<file path="src/rtl/io_port_bridge.sv">
// io_port_bridge
// Sits on the far side of a CPU's external I/O pins. Host bytes are queued,
// presented on input_port and announced with a one-cycle interrupt pulse that
// is followed by a quiet gap long enough for the ISR to execute its IN.
// CPU OUT writes are queued and drained to the host over a valid/ready stream.
module io_port_bridge #(
    parameter int IN_DEPTH  = 4,
    parameter int OUT_DEPTH = 4,
    parameter int INTR_GAP  = 8
) (
    input  logic                        clk,
    input  logic                        reset,
    input  logic [7:0]                  host_in_data,
    input  logic                        host_in_valid,
    output logic                        host_in_ready,
    output logic [7:0]                  input_port,
    output logic                        interrupt,
    input  logic [7:0]                  cpu_out,
    input  logic                        cpu_out_we,
    output logic [7:0]                  host_out_data,
    output logic                        host_out_valid,
    input  logic                        host_out_ready,
    output logic                        out_overflow,
    output logic [$clog2(IN_DEPTH):0]   in_count
);

    localparam int IN_AW  = $clog2(IN_DEPTH);
    localparam int IN_CW  = IN_AW + 1;
    localparam int OUT_AW = $clog2(OUT_DEPTH);
    localparam int OUT_CW = OUT_AW + 1;
    localparam int GAP_W  = $clog2(INTR_GAP) + 1;

    localparam logic [IN_CW-1:0]  IN_FULL_CNT  = IN_CW'(IN_DEPTH);
    localparam logic [IN_CW-1:0]  IN_CNT_ONE   = IN_CW'(1);
    localparam logic [IN_AW-1:0]  IN_PTR_ONE   = IN_AW'(1);
    localparam logic [OUT_CW-1:0] OUT_FULL_CNT = OUT_CW'(OUT_DEPTH);
    localparam logic [OUT_CW-1:0] OUT_CNT_ONE  = OUT_CW'(1);
    localparam logic [OUT_AW-1:0] OUT_PTR_ONE  = OUT_AW'(1);
    localparam logic [GAP_W-1:0]  GAP_LOAD     = GAP_W'(INTR_GAP - 1);
    localparam logic [GAP_W-1:0]  GAP_ONE      = GAP_W'(1);

    typedef enum logic [1:0] {
        ST_IDLE,
        ST_SETUP,
        ST_PULSE,
        ST_GAP
    } state_t;

    // Inbound FIFO storage and bookkeeping
    logic [7:0]        in_mem_q [IN_DEPTH];
    logic [IN_AW-1:0]  in_wr_q, in_wr_d;
    logic [IN_AW-1:0]  in_rd_q, in_rd_d;
    logic [IN_CW-1:0]  in_cnt_q, in_cnt_d;
    logic              in_full;
    logic              in_empty;
    logic              in_push;
    logic              in_pop;

    // Delivery FSM state
    state_t            state_q, state_d;
    logic [GAP_W-1:0]  gap_q, gap_d;
    logic [7:0]        port_q, port_d;
    logic              intr_q, intr_d;

    // Outbound FIFO storage and bookkeeping
    logic [7:0]        out_mem_q [OUT_DEPTH];
    logic [OUT_AW-1:0] out_wr_q, out_wr_d;
    logic [OUT_AW-1:0] out_rd_q, out_rd_d;
    logic [OUT_CW-1:0] out_cnt_q, out_cnt_d;
    logic              ovf_q, ovf_d;
    logic              out_full;
    logic              out_empty;
    logic              out_push;
    logic              out_pop;

    assign in_full       = (in_cnt_q == IN_FULL_CNT);
    assign in_empty      = (in_cnt_q == '0);
    assign host_in_ready = !in_full && !reset;
    assign in_push       = host_in_valid && host_in_ready;
    assign in_count      = in_cnt_q;
    assign input_port    = port_q;
    assign interrupt     = intr_q;

    assign out_full       = (out_cnt_q == OUT_FULL_CNT);
    assign out_empty      = (out_cnt_q == '0);
    assign host_out_valid = !out_empty;
    assign host_out_data  = out_mem_q[out_rd_q];
    assign out_overflow   = ovf_q;
    assign out_pop        = !out_empty && host_out_ready;
    // A write into a full FIFO still lands if the host frees a slot this cycle
    assign out_push       = cpu_out_we && (!out_full || out_pop);

    // Inbound pointer and occupancy update from this cycle's push/pop
    always_comb begin
        in_wr_d  = in_wr_q;
        in_rd_d  = in_rd_q;
        in_cnt_d = in_cnt_q;
        if (in_push) begin
            in_wr_d = in_wr_q + IN_PTR_ONE;
        end
        if (in_pop) begin
            in_rd_d = in_rd_q + IN_PTR_ONE;
        end
        case ({in_push, in_pop})
            2'b10:   in_cnt_d = in_cnt_q + IN_CNT_ONE;
            2'b01:   in_cnt_d = in_cnt_q - IN_CNT_ONE;
            default: in_cnt_d = in_cnt_q;
        endcase
    end

    // Delivery sequencing: pop, let input_port settle, pulse, then hold off
    always_comb begin
        state_d = state_q;
        gap_d   = gap_q;
        port_d  = port_q;
        in_pop  = 1'b0;
        case (state_q)
            ST_IDLE: begin
                if (!in_empty) begin
                    in_pop  = 1'b1;
                    port_d  = in_mem_q[in_rd_q];
                    state_d = ST_SETUP;
                end
            end
            ST_SETUP: begin
                state_d = ST_PULSE;
            end
            ST_PULSE: begin
                gap_d   = GAP_LOAD;
                state_d = ST_GAP;
            end
            ST_GAP: begin
                if (gap_q == '0) begin
                    state_d = ST_IDLE;
                end else begin
                    gap_d = gap_q - GAP_ONE;
                end
            end
            default: begin
                state_d = ST_IDLE;
            end
        endcase
        intr_d = (state_d == ST_PULSE);
    end

    // Outbound pointers, occupancy and the sticky dropped-write flag
    always_comb begin
        out_wr_d  = out_wr_q;
        out_rd_d  = out_rd_q;
        out_cnt_d = out_cnt_q;
        ovf_d     = ovf_q;
        if (out_push) begin
            out_wr_d = out_wr_q + OUT_PTR_ONE;
        end
        if (out_pop) begin
            out_rd_d = out_rd_q + OUT_PTR_ONE;
        end
        case ({out_push, out_pop})
            2'b10:   out_cnt_d = out_cnt_q + OUT_CNT_ONE;
            2'b01:   out_cnt_d = out_cnt_q - OUT_CNT_ONE;
            default: out_cnt_d = out_cnt_q;
        endcase
        if (cpu_out_we && !out_push) begin
            ovf_d = 1'b1;
        end
    end

    // FIFO data arrays; contents need no reset since occupancy gates reads
    always_ff @(posedge clk) begin
        if (in_push) begin
            in_mem_q[in_wr_q] <= host_in_data;
        end
        if (out_push) begin
            out_mem_q[out_wr_q] <= cpu_out;
        end
    end

    // Control state registers with synchronous reset
    always_ff @(posedge clk) begin
        if (reset) begin
            in_wr_q   <= '0;
            in_rd_q   <= '0;
            in_cnt_q  <= '0;
            state_q   <= ST_IDLE;
            gap_q     <= '0;
            port_q    <= '0;
            intr_q    <= 1'b0;
            out_wr_q  <= '0;
            out_rd_q  <= '0;
            out_cnt_q <= '0;
            ovf_q     <= 1'b0;
        end else begin
            in_wr_q   <= in_wr_d;
            in_rd_q   <= in_rd_d;
            in_cnt_q  <= in_cnt_d;
            state_q   <= state_d;
            gap_q     <= gap_d;
            port_q    <= port_d;
            intr_q    <= intr_d;
            out_wr_q  <= out_wr_d;
            out_rd_q  <= out_rd_d;
            out_cnt_q <= out_cnt_d;
            ovf_q     <= ovf_d;
        end
    end

endmodule

</file>
<file path="config.mk">
export PLATFORM = sky130hd
export DESIGN_NAME = io_port_bridge
export DESIGN_NICKNAME = d
export VERILOG_FILES = /design/src/rtl/io_port_bridge.sv
export SDC_FILE = /design/constraint.sdc
export NUM_CORES = 1
export LEC_CHECK = 0
export BUFFER_PORTS_ARGS = -buffer_cell sky130_fd_sc_hd__buf_2
export CELL_PAD_IN_SITES_DETAIL_PLACEMENT = 0
export CELL_PAD_IN_SITES_GLOBAL_PLACEMENT = 1
export CORE_ASPECT_RATIO = 1.75
export CORE_MARGIN = 2
export CORE_UTILIZATION = 40
export DETAILED_ROUTE_END_ITERATION = 6
export GPL_TIMING_DRIVEN = 0
export HOLD_SLACK_MARGIN = 0.03
export PLACE_DENSITY_LB_ADDON = 0.2
export SETUP_SLACK_MARGIN = 0.4
export SYNTH_ARGS = -nofsm -noshare
export SYNTH_HDL_FRONTEND = slang
export SYNTH_SLANG_ARGS = --single-unit
</file>
<file path="constraint.sdc">
create_clock -name clk -period 5 [get_ports clk]
set_input_delay 0.5 -clock clk [delete_from_list [all_inputs] [get_ports clk]]
set_output_delay 0.5 -clock clk [all_outputs]
set_load 0.02 [all_outputs]
</file>
==> summary.md, run 1 <==
| Metric | Value |
|---|---|
| Final Cycle Share | `a little under half` |
| Maximum vdd drop | `~0.00026 V` |
| Crit path DAT | `roughly 2.7 ns` |
| WL/cell | `between 15 and 20 um` |
| Hold Path Class | `in -> reg` |
| # IOs | `44` |
| Share of layout cells above drive strength 1 | `26.5%` |
| HPWL Detailed | `~5300 um` |
| Synth cell types | `47` |
| Seq/Total Area, Yosys | `~65%` |
| Post_cts resized | `0` |
| Clock Path Buffers | `2` |
| Total wire length | `7080 um` |
| Vias in the first global route | `~2,400` |
| Starting Density | `40.6%` |
| Achievable frequency | `between 400 and 500 MHz` |
| Minimum clock period | `2.38 ns` |
| Worst Path Max Fanout | `10` |
| Flops & latches, synth | `96` |
| Site Rows | `48` |
| Setup TNS | `0 ns` |
| Clk sink count | `between 90 and 100` |
| Layout Skew | `slightly below 0.006 ns` |
| Setup Buffers After CTS | `0` |
| Residual DRC | `0` |
| Worst Path Required | `5.28 ns` |
| Average size of a mapped cell | `~14 sq um` |
| # setup viols final | `0` |
| Worst slew pin tran | `slightly above 0.5 ns` |
| CP Cell Sequence | `or2_0 -> clkbuf_1 -> nor2_1 -> ha_1 -> inv_1 -> fa_1 -> xor2_1 -> or3_1 -> a21oi_1` |
| CTS tree | `yes` |
| GPL Wtd Cong | `~0.74` |
| Multi-input logic area | `0.00126 sq mm` |
| Slowest-stage cell, CP | `fa_1` |
| Largest net degree at the start of global routing | `18` |
| Inserted Diodes | `0` |
| Final ANT Viol Nets | `0` |
| Final hold vios | `0` |
| Area leader, netlist | `edfxtp_1` |
| Die Span Y | `around 140 um` |
| Top-count cell post-synth | `edfxtp_1` |
| Cell Area, Synth | `between 0.003 and 0.004 sq mm` |
| Pre-antenna DRT Iters | `4` |
| Via/cell ratio | `between 5 and 6` |
| Ys Warns | `0` |
| Total GRT Usage | `between 10 and 15%` |
| Nets | `364` |
| Number of synthesized flops with an enable pin | `64` |
| Post-synthesis cell count | `around 280` |
| H-tree depth | `3` |
| CP peak stage delay | `between 0.3 and 0.4 ns` |
| Number of port buffers | `just over 40` |
| Synth-to-layout area growth | `16.4%` |
| Root buffer cell | `clkbuf_16` |
| Iter 0 DRT Violations | `65` |
| Global-route wire length before repair | `roughly 11,000 um` |
| Total power | `about 0.0022 W` |
| Die ar. | `~0.011 sq mm` |
| Grt total ovfl | `0` |
| Register Area | `around 0.0026 sq mm` |
| Async SR Flop Fraction | `0%` |
| Post-synth top area share | `between 40% and 50%` |
| Cts bufs inserted | `9` |
| Unrepaired setup endpoints after global routing | `no` |
| Crit Path Category | `reg -> reg` |
| Commonest cells post-synth | `edfxtp_1, dfxtp_1, a21oi_1, inv_1, mux4_2` |
| Die W | `79.3 um` |
| Fillcell total | `about 900` |
| Hold Buf Count CTS | `0` |
| Max-slew violation count | `0` |
| P_leak | `approximately 1.7 nW` |
| Status | `finished, final reports clean` |
| Top FF cell, synth | `edfxtp_1` |
| Clock Pin Slew Worst Setup and Hold Paths | `0.07 ns` |
| Max-cap check violation count | `0` |
| Crit end category | `register` |
| Via count | `approximately 2,300` |
| Worst-skew pair later-pin latency | `0.34 ns` |
| Core ar. | `between 0.009 and 0.01 sq mm` |
| Initial antenna violation count | `0` |
| Slew headroom | `approximately 66%` |
| Synth area leaders | `edfxtp_1, dfxtp_1, mux4_2, ha_1, a21oi_1` |
| Syn Nets | `between 300 and 400` |
| Startpoint types | `register` |
| Power Density | `484 mW/mm^2` |
## critical path, delay by kind of cell, from the launching register on
family          cells  cell delay (ns)
simple gates        3             0.78
fa+ha+maj           2             0.59
flops               1             0.36
buf+inv             2             0.28
xor+xnor            1             0.17
compound gates      1             0.13
## per-stage QoR
step	util [%]	hold slack, ns	instances	setup WS [ns]	area (sq um)
2_1_floorplan	-	0.454	279	2.76	3970
3_3_place_gp	44.3	0.450	445	2.63	4330
3_5_place_dp	44.3	0.459	445	2.61	4330
4_1_cts	47.2	0.354	461	2.59	4620
5_1_grt	47.2	0.373	461	2.41	4620
6_report	47.2	0.367	461	2.62	4620
## where the power goes
part	switching [W]	internal (W)	leakage, nW
clock network	0.000297	0.000357	0.134
logic	0.000350	0.000230	0.683
registers	0.0000594	0.000945	0.846
## sequential cells by signal, indices dropped and copies added (netlist names), 2 cells and up, named ones only
register / count
in_count: 3
out_cnt_q: 3
in_mem_q: 32
state_q: 2
input_port: 8
out_rd_q: 2
out_wr_q: 2
in_wr_q: 2
gap_q: 4
out_mem_q: 32
in_rd_q: 2
## cell usage in the layout, fill, tap and decap left out, drive strengths merged, types with 3 or more instances in the layout
master | synthesis | routed
nand2b | 3 | 3
a21oi | 19 | 19
nand2 | 4 | 4
ha | 10 | 10
inv | 17 | 20
and4 | 3 | 3
xor2 | 5 | 5
nor3 | 5 | 5
nor2b | 3 | 3
clkbuf | 8 | 18
edfxtp | 64 | 64
dfxtp | 32 | 32
nand3 | 12 | 12
or3 | 4 | 4
and3 | 4 | 4
clkinvlp | 0 | 3
nor2 | 15 | 15
o21ai | 13 | 13
and2 | 4 | 4
mux4 | 16 | 16
buf | 10 | 51
## per-layer routing
metal,share of wire [%],vias up,track usage (%)
met5,0,-,0
met2,58,49,27.3
met3,2.6,13,1.99
li1,-,1151,-
met1,36,1111,13.8
met4,3.3,0,9.20
## final timing paths
path | startpoint | to | slack [ns] | cells past startpoint
hold / removal | host_in_data[7] | in_mem_q[2][7]$_DFFE_PP_ | 0.37 | 1
setup reg to reg | state_q[0]$_SDFF_PP0_ | in_count[2]$_SDFFE_PP0P_ | 2.62 | 9
hold reg to reg | out_overflow$_SDFFE_PP0P_ | out_overflow$_SDFFE_PP0P_ | 0.46 | 2
setup / recovery | state_q[0]$_SDFF_PP0_ | in_count[2]$_SDFFE_PP0P_ | 2.62 | 9
## layout make-up
cell class / instances / area share (%)
Sequential cell: 96 / 55.4
Clock buffer: 10 / 5.17
Clock inverter: 6 / 1.11
Multi-Input combinational cell: 148 / 27.2
Buffer: 18 / 1.92
Timing Repair Buffer: 41 / 4.44
Tap cell: 125 / 3.38
Inverter: 17 / 1.38
## cells by family after synthesis
family                   count (synthesis)  synth area share [%]
buffers and inverters                   35                  3.84
adder cells (fa/ha/maj)                 12                  4.16
flip-flops                              96                  64.5
XOR/XNOR                                 6                  1.32
multiplexers                            19                  9.89
AO/OA/AOI/OAI                           45                  6.77
AND/OR/NAND/NOR                         66                  9.51
(Power assumes the default switching activity.)
==> run 2: changes to the inputs <==
==> constraint.sdc (replaced) <==
create_clock -name clk -period 2.1 [get_ports clk]
set_input_delay 0.21 -clock clk [delete_from_list [all_inputs] [get_ports clk]]
set_output_delay 0.21 -clock clk [all_outputs]
set_load 0.02 [all_outputs]
==> run 2 against run 1 <==
The flow now finishes with violations (negative setup slack). Die area stayed put. Sequential cell count unchanged. Clock-buffer cell count is 1 lower. First-iteration DRC count is 72% higher. Clock power grew 130%. Final cell count is 2.2% higher. Hold slack lost 0.29 ns. Largest power group unchanged.
==> summary.md, run 2 (synthesized netlist as in run 1, its figures left out) <==
| Metric | Value |
|---|---|
| Status | `finished with violations` |
| Failing checks | `negative setup slack` |
| Grt total ovfl | `0 (unchanged)` |
| Clock Pin Slew Worst Setup and Hold Paths | `0.07 ns (about the same)` |
| Cts bufs inserted | `9 (unchanged)` |
| H-tree depth | `3 (unchanged)` |
| Unrepaired setup endpoints after global routing | `yes` |
| Global-route wire length before repair | `11,900 um (+4.7%)` |
| Die W | `79.3 um (unchanged)` |
| Fillcell total | `862 (-2.0%)` |
| Minimum clock period | `2.10 ns (-0.278 ns)` |
| Pre-antenna DRT Iters | `4 (unchanged)` |
| Fin cells | `471 (+2.2%)` |
| Site Rows | `48 (unchanged)` |
| Final Cycle Share | `100% (+53 points)` |
| Inserted Diodes | `0 (unchanged)` |
| Total wire length | `7460 um (+5.4%)` |
| GPL Wtd Cong | `0.741 (-0.47%)` |
| Via count | `2,402 (+3.4%)` |
| Worst Path Max Fanout | `2 (-8)` |
| Final hold vios | `0 (unchanged)` |
| Number of port buffers | `41 (unchanged)` |
| Crit path DAT | `2.38 ns (-0.28 ns)` |
| Layout Skew | `0.00359 ns (-0.00223 ns)` |
| Clk sink count | `96 (unchanged)` |
| Max-cap check violation count | `0 (unchanged)` |
| Via/cell ratio | `5.10 (+1.2%)` |
| Share of layout cells above drive strength 1 | `38.2% (+12 points)` |
| Largest delay share family, worst path | `simple AND/OR/NAND/NOR gates` |
| Hold Buf Count CTS | `0 (unchanged)` |
| Power Density | `1150 mW/mm^2 (+140%)` |
| Hold Path Class | `in -> reg` |
| Util after Layout | `50.2% (+3.0 points)` |
| # IOs | `44 (unchanged)` |
| Hold WS | `0.0787 ns (-0.288 ns)` |
| Largest net degree at the start of global routing | `18 (unchanged)` |
| Starting Density | `40.6% (unchanged)` |
| Startpoint types | `register` |
| Nets | `374 (+2.7%)` |
| Slew headroom | `66.9% (+1.2 points)` |
| Final ANT Viol Nets | `0 (unchanged)` |
| # setup viols final | `1 (+1)` |
| Commonest non-fill, non-tap cell in the layout | `edfxtp_1` |
| Max-slew violation count | `0 (unchanged)` |
| Core ar. | `0.00979 sq mm (unchanged)` |
| WP buf/inv | `2 (unchanged)` |
| Die ar. | `0.0108 sq mm (unchanged)` |
| Cells after DPL | `445 (unchanged)` |
| Maximum vdd drop | `0.000639 V (+140%)` |
| WL/cell | `15.8 um (+3.2%)` |
| Worst-skew pair later-pin latency | `0.34 ns (about the same)` |
| Synth-to-layout area growth | `23.7%` |
| Vias in the first global route | `2,431 (+3.0%)` |
| Root buffer cell | `clkbuf_16` |
| Crit end category | `register` |
| Crit Path Category | `reg -> reg` |
| Most frequent cells in the layout | `edfxtp_1, buf_2, dfxtp_1` |
| PnR worst setup slack | `-0.00250 ns (-2.62 ns)` |
| P_leak | `1.77 nW (+6.3%)` |
| Achievable frequency | `476 MHz (+13%)` |
| Die Span Y | `136 um (unchanged)` |
| Slowest-stage cell, CP | `or3_4` |
| CP peak stage delay | `0.37 ns (about the same)` |
| HPWL Detailed | `5230 um (-0.61%)` |
| Residual DRC | `0 (unchanged)` |
| CP Cell Sequence | `or2_1 -> clkbuf_8 -> nor2_4 -> ha_4 -> inv_2 -> fa_2 -> xor2_2 -> or3_4 -> a21oi_2` |
| Initial antenna violation count | `0 (unchanged)` |
| Worst slew pin tran | `0.497 ns (-0.0174 ns)` |
| CTS tree | `yes` |
| Clock Path Buffers | `2 (unchanged)` |
| Worst Path Required | `2.37 ns (-2.91 ns)` |
| Total GRT Usage | `14.9% (+0.60 points)` |
| Iter 0 DRT Violations | `112 (+72%)` |
-- run 2: cell count changes in the layout (fill, tap and decap cells not counted), sizes merged --
cell	previous run	this run
buf	51	62
clkinv	0	3
clkbuf	18	16
clkinvlp	3	2
inv	20	19
-- run 2: final timing paths --
kind	cells after the start	slack, ns	endpoint	start
worst max-delay path	9	-0.003	in_count[2]$_SDFFE_PP0P_	state_q[0]$_SDFF_PP0_
worst max register to register	9	-0.003	in_count[2]$_SDFFE_PP0P_	state_q[0]$_SDFF_PP0_
worst min register to register	2	0.46	out_overflow$_SDFFE_PP0P_	out_overflow$_SDFFE_PP0P_
worst min-delay path	1	0.08	in_mem_q[1][1]$_DFFE_PP_	host_in_data[1]
-- run 2: layout make-up --
| class | instances | area [sq um] | area share [%] |
|---|---|---|---|
| buffer | 18 | 135 | 2.75 |
| clock buffer | 9 | 225 | 4.58 |
| clock inverter | 7 | 56.3 | 1.15 |
| inverter | 17 | 63.8 | 1.30 |
| multi-input combinational | 148 | 1370 | 27.8 |
| sequential | 96 | 2580 | 52.5 |
| tap | 125 | 156 | 3.18 |
| timing repair buffer | 51 | 330 | 6.72 |
-- run 2: repair_timing --
item                       4_1_cts  5_1_grt
pin swaps                        9        6
setup endpoints to repair       77       44
gates resized for setup         41       11
setup buffers                    8        2
-- run 2: metrics by stage --
stage	power [W]	instance area, sq um	setup TNS, ns	worst slack [ns]
finish	0.00564	4910	-0.00250	-0.00250
global route	0.00597	4910	-0.0867	-0.0867
CTS	0.00565	4870	0	0.0371
detailed placement	0.00392	4400	-0.0537	-0.0537
global placement	0.00390	4400	-0.0401	-0.0401
floorplan	0.00350	4030	0	0.0501
-- run 2: worst register-to-register path, cell delays in order, from the launching register on --
cell and delay (ns):
dfxtp_4 0.34, or2_1 0.22, clkbuf_8 0.15, nor2_4 0.13, ha_4 0.16, inv_2 0.03, fa_2 0.34, xor2_2 0.17
or3_4 0.37, a21oi_2 0.11
-- run 2: report_power, final --
group	internal (W)	total, W	switching [W]
combinational	0.000773	0.00170	0.000929
sequential	0.00227	0.00241	0.000148
clock	0.000816	0.00153	0.000712
-- run 2: metal layers --
metal / part of all wire, % / wire length [um] / track usage [%]
met3: 2.3 / 174 / 2.12
met4: 3.0 / 225 / 9.29
met5: 0 / 0 / 0
met1: 37 / 2730 / 14.6
met2: 58 / 4330 / 28.2
